`src/rtl/eq_fir_seq_if.sv`:
```
// ---------------------------------------------------------------------------
// eq_fir_seq_if
//   Handshake bundle between the codec/queue side and the per-band FIR
//   sequencer.
//
//   master : the codec/queue side. Drives vld, seq_lft, seq_rht and clr_err.
//            Observes the sequencer's strobes, address and flags.
//   slave  : the sequencer itself (eq_fir_seq_ctrl).
//
//   Signals
//     vld        codec new-sample strobe (1 cycle)
//     seq_lft    left queue sequencing flag
//     seq_rht    right queue sequencing flag
//     clr_err    clear sticky error flags (1 cycle)
//     wrt_smpl   write strobe to both sample queues
//     coeff_addr coefficient ROM address (ROM output is registered)
//     mac_clr    clear both channel accumulators
//     mac_en     accumulate this cycle
//     res_vld    accumulators hold a complete, valid result (1 cycle)
//     busy       sequencer is not idle
//     err_ovr    sticky: sample strobe arrived while busy
//     err_sync   sticky: left/right sequencing flags disagreed
//     err_len    sticky: burst length differed from the tap count
// ---------------------------------------------------------------------------
interface eq_fir_seq_if #(
  parameter int ADDR_W = 10
);
  logic              vld;
  logic              seq_lft;
  logic              seq_rht;
  logic              clr_err;
  logic              wrt_smpl;
  logic [ADDR_W-1:0] coeff_addr;
  logic              mac_clr;
  logic              mac_en;
  logic              res_vld;
  logic              busy;
  logic              err_ovr;
  logic              err_sync;
  logic              err_len;

  modport master (
    output vld, seq_lft, seq_rht, clr_err,
    input  wrt_smpl, coeff_addr, mac_clr, mac_en, res_vld, busy,
           err_ovr, err_sync, err_len
  );

  modport slave (
    input  vld, seq_lft, seq_rht, clr_err,
    output wrt_smpl, coeff_addr, mac_clr, mac_en, res_vld, busy,
           err_ovr, err_sync, err_len
  );
endinterface

```
`src/rtl/eq_fir_seq_ctrl.sv`:
```
// ---------------------------------------------------------------------------
// eq_fir_seq_ctrl
//   Sequencer for one stereo FIR band. On each codec sample strobe it writes
//   the new sample pair into the left/right queues, waits for the queues to
//   start their common readout burst, steps the shared coefficient ROM
//   address in step with that burst and drives the MAC clear/enable. After
//   the burst it flags a valid result when the burst had the right length
//   and both queues stayed in lockstep. It holds no data path of its own.
//
//   Ports
//     clk    system clock
//     rst_n  asynchronous active-low reset
//     bus    eq_fir_seq_if.slave (strobes, ROM address, MAC control, flags)
//
//   Every output is a flop; the combinational blocks compute next values.
// ---------------------------------------------------------------------------
module eq_fir_seq_ctrl #(
  parameter int NUM_TAPS = 1021,
  parameter int ADDR_W   = 10,
  parameter int SEQ_TMO  = 3
) (
  input  logic        clk,
  input  logic        rst_n,
  eq_fir_seq_if.slave bus
);

  localparam int TAP_W = ADDR_W + 1;
  localparam int TMO_W = $clog2(SEQ_TMO + 1);

  localparam logic [TAP_W-1:0]  TAPS_FULL = TAP_W'(NUM_TAPS);
  localparam logic [TAP_W-1:0]  TAPS_MAX  = '1;
  localparam logic [ADDR_W-1:0] ADDR_LAST = ADDR_W'(NUM_TAPS - 1);
  localparam logic [ADDR_W-1:0] ADDR_ONE  = ADDR_W'(1);
  localparam logic [TMO_W-1:0]  TMO_LAST  = TMO_W'(SEQ_TMO - 1);

  typedef enum logic [2:0] {
    S_IDLE,
    S_WAIT,
    S_ACC,
    S_DRAIN,
    S_DONE
  } state_t;

  state_t            r_state;
  state_t            w_next_state;

  logic [TMO_W-1:0]  r_tmo;
  logic [TAP_W-1:0]  r_taps;
  logic              r_burst_skew;

  logic              r_wrt_smpl,   w_wrt_smpl_nxt;
  logic [ADDR_W-1:0] r_coeff_addr, w_coeff_addr_nxt;
  logic              r_mac_clr,    w_mac_clr_nxt;
  logic              r_mac_en,     w_mac_en_nxt;
  logic              r_res_vld,    w_res_vld_nxt;
  logic              r_busy,       w_busy_nxt;
  logic              r_err_ovr,    w_err_ovr_nxt;
  logic              r_err_sync,   w_err_sync_nxt;
  logic              r_err_len,    w_err_len_nxt;

  // The burst is only trusted when both queues agree; any disagreement is
  // an error and the AND keeps the sequencer from running ahead of either.
  logic w_seq;
  logic w_skew;
  logic w_accept;

  assign w_seq    = bus.seq_lft & bus.seq_rht;
  assign w_skew   = bus.seq_lft ^ bus.seq_rht;
  assign w_accept = (r_state == S_IDLE) && bus.vld;

  // ---------------------------------------------------------------- state
  // NOTE: every clocked block uses non-blocking assignments so all flops
  // sample the same pre-edge values regardless of statement order.
  always_ff @(posedge clk or negedge rst_n) begin
    if (!rst_n) r_state <= S_IDLE;
    else        r_state <= w_next_state;
  end

  // ----------------------------------------------------------- next state
  // NOTE: each always_comb assigns a default first so no path leaves a
  // variable unassigned, which would otherwise infer a latch.
  always_comb begin
    w_next_state = r_state;
    unique case (r_state)
      S_IDLE:  if (bus.vld) w_next_state = S_WAIT;
      // A late seq on the final wait cycle still starts the burst.
      S_WAIT:  if (w_seq)                  w_next_state = S_ACC;
               else if (r_tmo == TMO_LAST) w_next_state = S_IDLE;
      S_ACC:   if (!w_seq) w_next_state = S_DRAIN;
      S_DRAIN: w_next_state = S_DONE;
      S_DONE:  w_next_state = S_IDLE;
      default: w_next_state = S_IDLE;
    endcase
  end

  // ----------------------------------------------------- counters/tracking
  always_ff @(posedge clk or negedge rst_n) begin
    if (!rst_n) begin
      r_tmo        <= '0;
      r_taps       <= '0;
      r_burst_skew <= 1'b0;
    end else begin
      r_tmo <= (r_state == S_WAIT && w_next_state == S_WAIT) ? r_tmo + 1'b1 : '0;

      if (w_accept)
        r_taps <= '0;
      else if (r_state == S_WAIT && w_seq)
        r_taps <= TAP_W'(1);
      else if (r_state == S_ACC && w_seq && r_taps != TAPS_MAX)
        r_taps <= r_taps + 1'b1;

      // Skew is tracked per burst so only the affected result is suppressed.
      if (r_state == S_IDLE) r_burst_skew <= 1'b0;
      else if (w_skew)       r_burst_skew <= 1'b1;
    end
  end

  // --------------------------------------------------------- output logic
  always_comb begin
    w_wrt_smpl_nxt   = w_accept;
    w_mac_clr_nxt    = w_accept;
    // One-cycle delay of seq lines the enable up with the registered ROM
    // word and the queue's registered sample output.
    w_mac_en_nxt     = w_seq && (r_state == S_WAIT || r_state == S_ACC);
    w_res_vld_nxt    = (r_state == S_DRAIN) && (r_taps == TAPS_FULL) &&
                       !(r_burst_skew || w_skew);
    w_busy_nxt       = (w_next_state != S_IDLE);

    w_coeff_addr_nxt = r_coeff_addr;
    if (w_accept)
      w_coeff_addr_nxt = '0;
    else if (r_state == S_WAIT && w_seq)
      w_coeff_addr_nxt = ADDR_ONE;
    else if (r_state == S_ACC && w_seq && r_coeff_addr != ADDR_LAST)
      w_coeff_addr_nxt = r_coeff_addr + 1'b1;

    // A new error event outranks a simultaneous clear.
    w_err_ovr_nxt  = (bus.vld && r_state != S_IDLE) || (r_err_ovr && !bus.clr_err);
    w_err_sync_nxt = w_skew || (r_err_sync && !bus.clr_err);
    w_err_len_nxt  = (r_state == S_DRAIN && r_taps != TAPS_FULL) ||
                     (r_err_len && !bus.clr_err);
  end

  always_ff @(posedge clk or negedge rst_n) begin
    if (!rst_n) begin
      r_wrt_smpl   <= 1'b0;
      r_coeff_addr <= '0;
      r_mac_clr    <= 1'b0;
      r_mac_en     <= 1'b0;
      r_res_vld    <= 1'b0;
      r_busy       <= 1'b0;
      r_err_ovr    <= 1'b0;
      r_err_sync   <= 1'b0;
      r_err_len    <= 1'b0;
    end else begin
      r_wrt_smpl   <= w_wrt_smpl_nxt;
      r_coeff_addr <= w_coeff_addr_nxt;
      r_mac_clr    <= w_mac_clr_nxt;
      r_mac_en     <= w_mac_en_nxt;
      r_res_vld    <= w_res_vld_nxt;
      r_busy       <= w_busy_nxt;
      r_err_ovr    <= w_err_ovr_nxt;
      r_err_sync   <= w_err_sync_nxt;
      r_err_len    <= w_err_len_nxt;
    end
  end

  assign bus.wrt_smpl   = r_wrt_smpl;
  assign bus.coeff_addr = r_coeff_addr;
  assign bus.mac_clr    = r_mac_clr;
  assign bus.mac_en     = r_mac_en;
  assign bus.res_vld    = r_res_vld;
  assign bus.busy       = r_busy;
  assign bus.err_ovr    = r_err_ovr;
  assign bus.err_sync   = r_err_sync;
  assign bus.err_len    = r_err_len;

endmodule

```
`src/flat_wrapper.sv`:
```
// flat-port wrapper written by rule: the top's interface ports become plain ports
module eq_fir_seq_ctrl_flat 
#(
  parameter int NUM_TAPS = 1021,
  parameter int ADDR_W   = 10,
  parameter int SEQ_TMO  = 3
)
  (clk, rst_n, bus_vld, bus_seq_lft, bus_seq_rht, bus_clr_err, bus_wrt_smpl, bus_coeff_addr, bus_mac_clr, bus_mac_en, bus_res_vld, bus_busy, bus_err_ovr, bus_err_sync, bus_err_len);
  eq_fir_seq_if #(.ADDR_W(ADDR_W)) bus_i ();
  input  logic clk;
  input  logic rst_n;
  input wire logic [$bits(bus_i.vld)-1:0] bus_vld;
  input wire logic [$bits(bus_i.seq_lft)-1:0] bus_seq_lft;
  input wire logic [$bits(bus_i.seq_rht)-1:0] bus_seq_rht;
  input wire logic [$bits(bus_i.clr_err)-1:0] bus_clr_err;
  output wire logic [$bits(bus_i.wrt_smpl)-1:0] bus_wrt_smpl;
  output wire logic [$bits(bus_i.coeff_addr)-1:0] bus_coeff_addr;
  output wire logic [$bits(bus_i.mac_clr)-1:0] bus_mac_clr;
  output wire logic [$bits(bus_i.mac_en)-1:0] bus_mac_en;
  output wire logic [$bits(bus_i.res_vld)-1:0] bus_res_vld;
  output wire logic [$bits(bus_i.busy)-1:0] bus_busy;
  output wire logic [$bits(bus_i.err_ovr)-1:0] bus_err_ovr;
  output wire logic [$bits(bus_i.err_sync)-1:0] bus_err_sync;
  output wire logic [$bits(bus_i.err_len)-1:0] bus_err_len;
  assign bus_i.vld = bus_vld;
  assign bus_i.seq_lft = bus_seq_lft;
  assign bus_i.seq_rht = bus_seq_rht;
  assign bus_i.clr_err = bus_clr_err;
  assign bus_wrt_smpl = bus_i.wrt_smpl;
  assign bus_coeff_addr = bus_i.coeff_addr;
  assign bus_mac_clr = bus_i.mac_clr;
  assign bus_mac_en = bus_i.mac_en;
  assign bus_res_vld = bus_i.res_vld;
  assign bus_busy = bus_i.busy;
  assign bus_err_ovr = bus_i.err_ovr;
  assign bus_err_sync = bus_i.err_sync;
  assign bus_err_len = bus_i.err_len;
  eq_fir_seq_ctrl #(.NUM_TAPS(NUM_TAPS), .ADDR_W(ADDR_W), .SEQ_TMO(SEQ_TMO)) u_core (.clk(clk), .rst_n(rst_n), .bus(bus_i));
endmodule
```
`config.mk`:
```
export PLATFORM = sky130hd
export DESIGN_NAME = eq_fir_seq_ctrl_flat
export DESIGN_NICKNAME = d
export VERILOG_FILES = /design/src/rtl/eq_fir_seq_if.sv /design/src/rtl/eq_fir_seq_ctrl.sv /design/src/flat_wrapper.sv
export SDC_FILE = /design/constraint.sdc
export NUM_CORES = 1
export LEC_CHECK = 0
export CAP_MARGIN = 20
export CORE_MARGIN = 5
export CORE_UTILIZATION = 43
export CTS_BUF_LIST = sky130_fd_sc_hd__clkbuf_16
export CTS_CLUSTER_SIZE = 14
export DETAILED_ROUTE_END_ITERATION = 10
export GPL_TIMING_DRIVEN = 1
export PLACE_DENSITY = 0.62
export SYNTH_ARGS = -nofsm -noshare
export SYNTH_HDL_FRONTEND = slang
export SYNTH_SLANG_ARGS = --single-unit
```
`constraint.sdc`:
```
create_clock -name clk -period 3.04 [get_ports clk]
set_clock_uncertainty 0.1 [all_clocks]
set_input_delay 0.608 -clock clk [delete_from_list [all_inputs] [get_ports clk]]
set_output_delay 0.608 -clock clk [all_outputs]
set_load 0.05 [all_outputs]
```
== Yosys cells after proc, flatten, opt, wreduce, memory -nomap -nowiden ==
Cells that the tools add are included.
W data, S select, Z words.

* Add/sub/neg operators: 3
* Bitwise operators: 2
* Reduce and logical (&&, ||, !) cells: 27
* Mux-type cells: 14
* Equal/unequal tests: 9

{| class="wikitable"
|+ Operators by type and width
! operator !! count
|-
| $mux W11 || 3
|-
| $mux W10 || 3
|-
| $logic_and A1 B1 Y1 || 14
|-
| $mux W3 || 4
|-
| $pmux W3 S4 || 1
|-
| $reduce_bool A3 Y1 || 4
|-
| $add A11 B1 Y11 const B || 1
|-
| $eq A11 B10 Y1 const B || 1
|-
| $ne A11 B10 Y1 const B || 1
|-
| $ne A11 B11 Y1 const B || 1
|-
| $add A10 B1 Y10 const B || 1
|-
| $ne A10 B10 Y1 const B || 1
|-
| $eq A3 B1 Y1 const B || 2
|-
| $eq A3 B2 Y1 const B || 2
|-
| $logic_or A1 B1 Y1 || 5
|-
| $logic_not A3 Y1 || 1
|-
| $add A2 B1 Y2 const B || 1
|-
| $eq A2 B2 Y1 const B || 1
|-
| $logic_not A1 Y1 || 2
|-
| $mux W1 || 2
|-
| $mux W2 || 1
|-
| $reduce_bool A2 Y1 || 1
|-
| $and A1 B1 Y1 || 1
|-
| $xor A1 B1 Y1 || 1
|}

* Logic and storage cells: 67
* Register bits after elaboration: 34
* Input bits: 6

== Longest topological paths before layout ==
Gate-level depths: netlist (run 1).

* Depth in word-level cells: 7
* Gate-level depth with buffers: 6
* Depth with buffers taken out: 6

== Least setup slack after synthesis (run 1) ==
No wires, ideal clock.

* Kind: flip-flop to flip-flop
* Start: register u_core.r_coeff_addr[0] (netlist: u_core.bus.coeff_addr[0])
* End: register u_core.r_coeff_addr[8] (netlist: u_core.bus.coeff_addr[8])
* Cell stages (with the launch flop): 7
* Setup slack: 0.998 ns
* Setup time: 0.077 ns
* Path buffers: 0
* Clock period less this slack: 2.042 ns
* Arrival time: 1.864 ns
* Cells stage by stage: dfrtp_1 -> inv_1 -> ha_1 -> nand2_1 -> o21ai_1 -> or4_1 -> a21oi_1

* Cells in the longest elaborated chain, start to end: 4

{| class="wikitable"
|+ Ends and longest elaborated chain
! element !! line !! source
|-
| start: declaration || eq_fir_seq_ctrl.sv:52 || <nowiki>logic [ADDR_W-1:0] r_coeff_addr, w_coeff_addr_nxt;</nowiki>
|-
| start signal: assignment || eq_fir_seq_ctrl.sv:157 || <nowiki>r_coeff_addr <= w_coeff_addr_nxt;</nowiki>
|-
| $add A10 B1 Y10 || eq_fir_seq_ctrl.sv:135 || <nowiki>w_coeff_addr_nxt = r_coeff_addr + 1'b1;</nowiki>
|-
| $mux W10 || eq_fir_seq_ctrl.sv:134 || <nowiki>else if (r_state == S_ACC && w_seq && r_coeff_addr != ADDR_LAST)</nowiki>
|-
| $mux W10 || eq_fir_seq_ctrl.sv:132 || <nowiki>else if (r_state == S_WAIT && w_seq)</nowiki>
|-
| $mux W10 || eq_fir_seq_ctrl.sv:130 || <nowiki>if (w_accept)</nowiki>
|}

Several ways; a longest one is shown, not always the timed one. The select of a mux whose other input is x is not followed.
A chain may end at the register's enable or synchronous reset.

== Worst setup path in the final report (run 1) ==
* Start: input bus_seq_rht
* End: register u_core.r_coeff_addr[8] (netlist: u_core.bus.coeff_addr[8])

* Cells in the longest elaborated chain, start to end: 4

{| class="wikitable"
|+ Ends and longest elaborated chain
! element !! line !! source
|-
| start: declaration || flat_wrapper.sv:14 || <nowiki>input wire logic [$bits(bus_i.seq_rht)-1:0] bus_seq_rht;</nowiki>
|-
| $and A1 B1 Y1 * || eq_fir_seq_ctrl.sv:67 || <nowiki>assign w_seq = bus.seq_lft & bus.seq_rht;</nowiki>
|-
| $logic_and A1 B1 Y1 (on tied branches) || eq_fir_seq_ctrl.sv:132, eq_fir_seq_ctrl.sv:134 ||
|-
| $mux W10 / $logic_and A1 B1 Y1 (equally long branches) || eq_fir_seq_ctrl.sv:132, eq_fir_seq_ctrl.sv:134 ||
|-
| $mux W10 / $reduce_bool A3 Y1 (equally long branches) || n/a ||
|}

Mark *: on every way between the ends. The rest lies on a longest branch, timed or not.

==> flow_summary.json, run 1 <==
{
  "yosys_warnings": 0,
  "drt-total-wl_um": 3500,
  "synth_nets": 187,
  "ys_seq_elements": 34,
  "antenna_found_initial": 0,
  "fillerInstances": 349,
  "finalWorstSetupSlack_ns": 0.539,
  "io_pins": 24,
  "maxSlewHeadroom": 0.626,
  "dpl_worst_slack_ns": 0.262,
  "power.leakage_uw": 0.000895,
  "via_per_inst": 5.60,
  "grt_pass1_wl_um": 6190,
  "final_common_cell": "dfrtp_1",
  "cp_top_family": "simple AND/OR/NAND/NOR gates",
  "synth_area_mm2": 0.00178,
  "grt_remaining_overflow": 0,
  "drive_gt1_frac": 0.0796,
  "finalSetupViolations": 0,
  "crit_path_end_kind": "register",
  "critPathSlowestCell": "clkdlybuf4s50_1",
  "clock.fmax_ghz": 0.400,
  "period_minus_slack_ns": 2.50,
  "rows": 23,
  "holdWs_ns": 0.325,
  "cts_buffers": 5,
  "die-area_mm2": 0.00552,
  "antenna_cells": 0,
  "async_flop_share": 1.00,
  "total_power_uw": 1600,
  "crit_path_max_incr_delay_ns": 0.49,
  "irDropWorstVdd_uv": 578,
  "final_cell_mix": "34 x dfrtp_1, 23 x clkdlybuf4s50_1, 12 x nand3_1",
  "ys_seq_area_frac": 0.479,
  "synth_edf_count": 0,
  "hold_violations": 0,
  "die_h_um": 74.3,
  "syn_area_per_cell_um2": 10.2,
  "drt-pass1-iter-count": 4,
  "status": "completed",
  "clock-root-buffer": "clkbuf_16",
  "path_max_fanout": 8,
  "fin_tns_setup_ns": 0,
  "synthCells": 174,
  "globalRouteTotalUtil": 0.148,
  "hp-class": "reg -> reg",
  "cp_data_required_time_ns": 3.13,
  "power_density_mw_per_mm2": 736,
  "die_width_um": 74.3,
  "clockBufferDepth": 2,
  "cts_tree": "yes",
  "vias": 1405,
  "ys_types": 43,
  "path_buf_inv": 1,
  "grt_pass1_vias": 1311,
  "critPathArrivalTime_ns": 2.59,
  "nets": 213,
  "synthFlopType": "dfrtp_1",
  "start_kind": "primary input",
  "wl_per_cell_um": 13.9,
  "drc_errors": 0,
  "ant_nets": 0,
  "synthToLayoutAreaGrowth_pct": 22.5,
  "multi_input_area_um2": 827,
  "post_cts_buffers": 0,
  "finalCritPeriodShare": 0.823,
  "io_buffers": 23,
  "dpl.hpwl_um": 2500,
  "hold_buffers": 0,
  "fp.coreArea_mm2": 0.00400,
  "rsz0062_at_grt": "no",
  "place.gp.congestion": 0.832,
  "cts.clk_slew.worst_paths_ns": 0.05,
  "maxCapViolCount": 0,
  "start_util": 0.444,
  "cts.sinks": 34,
  "cts_htree_levels": 2,
  "maxSlewViolCount": 0,
  "register_area_um2": 851,
  "worstPathCellList": "clkdlybuf4s50_1 -> ha_1 -> and4bb_1 -> nand2_1 -> or4_1 -> a21oi_1",
  "grt_max_degree": 35,
  "worst-setup-path-type": "in -> reg",
  "tightest_slew_ns": 0.561,
  "clk_latency_ns": 0.27,
  "cts_resized": 0,
  "drtIter0Drc": 63
}
cells in the mapped netlist, types with 2 or more instances:
| library cell | n | area [µm²] |
|---|---|---|
| nand4bb_1 | 2 | 22.5 |
| o21a_1 | 2 | 15.0 |
| nand3_1 | 12 | 60.1 |
| ha_1 | 7 | 87.6 |
| nor3_1 | 9 | 45.0 |
| nor2_1 | 8 | 30.0 |
| mux2i_1 | 2 | 20.0 |
| or4_1 | 2 | 15.0 |
| o31ai_1 | 3 | 22.5 |
| dfrtp_1 | 34 | 851 |
| and3_1 | 3 | 18.8 |
| a211oi_1 | 3 | 22.5 |
| nand2_1 | 11 | 41.3 |
| o21ai_1 | 4 | 20.0 |
| a31oi_1 | 3 | 18.8 |
| buf_6 | 3 | 33.8 |
| o211ai_1 | 2 | 15.0 |
| o21ai_0 | 6 | 30.0 |
| nand4_1 | 3 | 18.8 |
| or3_1 | 8 | 50.1 |
| a22o_1 | 2 | 17.5 |
| buf_2 | 4 | 20.0 |
| and4_1 | 2 | 17.5 |
| inv_1 | 10 | 37.5 |
| a21oi_1 | 10 | 50.1 |
| nand2b_1 | 2 | 12.5 |
sequential cells by signal (all words and copies together) (netlist names):
name and count:
u_core.bus.err_ovr 1, u_core.bus.res_vld 1, u_core.r_state 3, u_core.r_tmo 2, u_core.r_taps 11, u_core.bus.coeff_addr 10, u_core.r_burst_skew 1, u_core.bus.mac_en 1
u_core.bus.err_len 1, u_core.bus.err_sync 1, u_core.bus.busy 1, u_core.bus.wrt_smpl 1
report_power, final:
group	switching (µW)	leakage, µW	total, µW	internal [µW]
sequential	89.4	0.000456	623	533
clock	173	0.0000724	469	295
combinational	320	0.000367	510	190
final cells by class:
type                       count  share of cell area
multi-input combinational    122               0.380
tap                           50              0.0288
sequential                    34               0.391
timing repair buffer          27               0.120
inverter                      10              0.0173
clock buffer                   5              0.0575
clock inverter                 3             0.00575
layer usage:
metal | global-route usage | vias up | routed length, µm
met5 | 0 | - | 0
met4 | 0.0672 | 0 | 68
met3 | 0.0486 | 7 | 204
met2 | 0.234 | 33 | 1650
met1 | 0.184 | 672 | 1570
li1 | - | 693 | -
logic make-up (layout without fill, tap and decap cells):
kind of cell / after synthesis / after routing / synth area share
fa+ha+maj: 7 / 7 / 0.0493
compound gates: 40 / 40 / 0.155
mux: 2 / 2 / 0.0113
flops: 34 / 34 / 0.479
xor+xnor: 2 / 2 / 0.00986
buf+inv: 18 / 45 / 0.0556
simple gates: 71 / 71 / 0.240
worst paths after layout:
| check | start | endpoint | slack, ns | depth (start not counted) |
|---|---|---|---|---|
| hold / removal | u_core.r_tmo[0] | u_core.r_tmo[0] | 0.32 | 1 |
| max in group asynchronous | rst_n | u_core.bus.coeff_addr[0] | 1.89 | 2 |
| setup / recovery | bus_seq_rht | u_core.bus.coeff_addr[8] | 0.54 | 6 |
| hold reg to reg | u_core.r_tmo[0] | u_core.r_tmo[0] | 0.32 | 1 |
| setup reg to reg | u_core.r_state[0] | u_core.bus.coeff_addr[8] | 1.07 | 4 |
| min in group asynchronous | rst_n | u_core.bus.coeff_addr[2] | 0.64 | 2 |
per-stage QoR:
stage           util  std cells  cell area [µm²]
2_1_floorplan      -        174             1780
3_3_place_gp   0.510        243             2040
3_5_place_dp   0.510        243             2040
4_1_cts        0.544        251             2180
5_1_grt        0.544        251             2180
6_report       0.544        251             2180
Power figures use the tool's default switching activity.
==> run 2, diff against run 1 <==
==> constraint.sdc (replaced) <==
create_clock -name clk -period 2.5 [get_ports clk]
set_clock_uncertainty 0.1 [all_clocks]
set_input_delay 0.5 -clock clk [delete_from_list [all_inputs] [get_ports clk]]
set_output_delay 0.5 -clock clk [all_outputs]
set_load 0.05 [all_outputs]
==> run 2 against run 1 <==
Effect of this change: hold slack worse by 0.0011 ns; count of clock-buffer cells in the layout is the same; worst setup slack got worse by 0.31 ns; critical endpoint is now u_core.bus.coeff_addr[9]; largest power group unchanged.
==> flow_summary.json, run 2 (synthesis gave the netlist of run 1 again) <==
{
  "status": "completed",
  "hold_buffers": 0,
  "die_h_um": 74.3,
  "maxSlewHeadroom": 0.653,
  "crit_path_end_kind": "register",
  "final_common_cell": "dfrtp_1",
  "globalRouteTotalUtil": 0.151,
  "nets": 218,
  "cts_buffers": 5,
  "crit_path_max_incr_delay_ns": 0.49,
  "p_switching_uw": 720,
  "cp_data_required_time_ns": 2.59,
  "dpl.hpwl_um": 2670,
  "drt-pass1-iter-count": 5,
  "hp-class": "reg -> reg",
  "rsz0062_at_grt": "no",
  "grt_remaining_overflow": 0,
  "path_max_fanout": 8,
  "tightest_slew_ns": 0.519,
  "antenna_found_initial": 0,
  "maxSlewViolCount": 0,
  "cts_tree": "yes",
  "drc_errors": 0,
  "clkPwrFrac": 0.288,
  "grt_pass1_vias": 1404,
  "power_density_mw_per_mm2": 898,
  "die-area_mm2": 0.00552,
  "rr_worst_depth": 4,
  "pwr-share-seq": 0.382,
  "vias": 1455,
  "critPathSlowestCell": "clkdlybuf4s50_1",
  "io_buffers": 23,
  "finalSetupViolations": 0,
  "top_register": "u_core.r_taps",
  "io_pins": 24,
  "path_depth": 6,
  "start_kind": "primary input",
  "switching_share": 0.362,
  "cts.sinks": 34,
  "grt_pass1_wl_um": 6390,
  "critPathArrivalTime_ns": 2.36,
  "internal-power_uw": 1270,
  "finalCritPeriodShare": 0.908,
  "cts_resized": 0,
  "wl_per_cell_um": 14.5,
  "period_minus_slack_ns": 2.27,
  "irDropWorstVdd_uv": 557,
  "final_cell_mix": "34 x dfrtp_1, 23 x clkdlybuf4s50_1, 12 x nand3_1",
  "die_width_um": 74.3,
  "post_cts_buffers": 0,
  "cts.clk_slew.worst_paths_ns": 0.05,
  "clock.fmax_ghz": 0.441,
  "power.leakage_uw": 0.000919,
  "rows": 23,
  "synthToLayoutAreaGrowth_pct": 24.6,
  "ant_nets": 0,
  "clock-root-buffer": "clkbuf_16",
  "fin_tns_setup_ns": 0,
  "start_util": 0.444,
  "maxCapViolCount": 0,
  "largest_reg_flops": 11,
  "drt-total-wl_um": 3710,
  "combPwrFrac": 0.330,
  "via_per_inst": 5.68,
  "final_util": 0.553,
  "cp_top_family": "simple AND/OR/NAND/NOR gates",
  "clk_latency_ns": 0.27,
  "drive_gt1_frac": 0.102,
  "grt_max_degree": 35,
  "fp.coreArea_mm2": 0.00400,
  "path_buf_inv": 1,
  "worstPathCellList": "clkdlybuf4s50_1 -> ha_1 -> and4bb_1 -> o2111ai_4 -> or3_1 -> a21oi_1",
  "hold_depth": 1,
  "drtIter0Drc": 42,
  "worst-setup-path-type": "in -> reg",
  "cts_htree_levels": 2,
  "place.gp.congestion": 0.812,
  "antenna_cells": 0,
  "hold_violations": 0,
  "clockBufferDepth": 2
}
==> run 2: cell types whose count changed in the layout (fill, tap and decap cells not counted), sizes merged <==
| cell | change |
|---|---|
| buf | +5 |
==> run 2: area by class of cell <==
| cell class | instances | area, µm² |
|---|---|---|
| Multi-Input combinational cell | 122 | 827 |
| Fill cell | 340 | 1790 |
| Clock inverter | 3 | 12.5 |
| Clock buffer | 5 | 125 |
| Tap cell | 50 | 62.6 |
| Sequential cell | 34 | 851 |
| Inverter | 10 | 37.5 |
| Timing Repair Buffer | 32 | 298 |
==> run 2: path summary, 6_finish.rpt <==
path,from,to,slack (ns)
setup / recovery,bus_seq_rht,u_core.bus.coeff_addr[9],0.23
hold / removal,u_core.r_tmo[0],u_core.r_tmo[0],0.32
setup reg to reg,u_core.r_state[0],u_core.bus.coeff_addr[9],0.57
hold reg to reg,u_core.r_tmo[0],u_core.r_tmo[0],0.32
max in group asynchronous,rst_n,u_core.r_burst_skew,1.46
min in group asynchronous,rst_n,u_core.r_tmo[0],0.53
==> run 2: per-stage QoR <==
stage	setup WS [ns]	total power (µW)	cell area, µm²	hold WS, ns	instances
6_report	0.231	1990	2210	0.324	256
2_1_floorplan	0.458	1230	1780	0.104	174
4_1_cts	0.209	2010	2210	0.326	256
3_5_place_dp	-0.0610	1430	2080	0.319	248
3_3_place_gp	0.00236	1410	2080	0.313	248
5_1_grt	0.0672	2100	2210	0.336	256
==> run 2: power groups by stage <==
stage	clock network (µW)	logic [µW]	registers (µW)
2_1_floorplan	0	364	867
3_3_place_gp	0	653	760
3_5_place_dp	0	662	765
4_1_cts	584	666	757
5_1_grt	610	714	774
6_report	573	656	759
==> run 2: layer usage <==
metal  vias to the layer above  GRT usage  wire (µm)
li1                        703          -          -
met1                       698      0.181       1600
met2                        48      0.255       1790
met3                         6     0.0486        266
met4                         0     0.0534         48
met5                         -          0          0
==> run 2: worst register-to-register path: stages, from the launching register on <==
cell and delay (ns):
dfrtp_1 0.49, and4bb_1 0.55, o2111ai_4 0.20, or3_1 0.35, a21oi_1 0.17
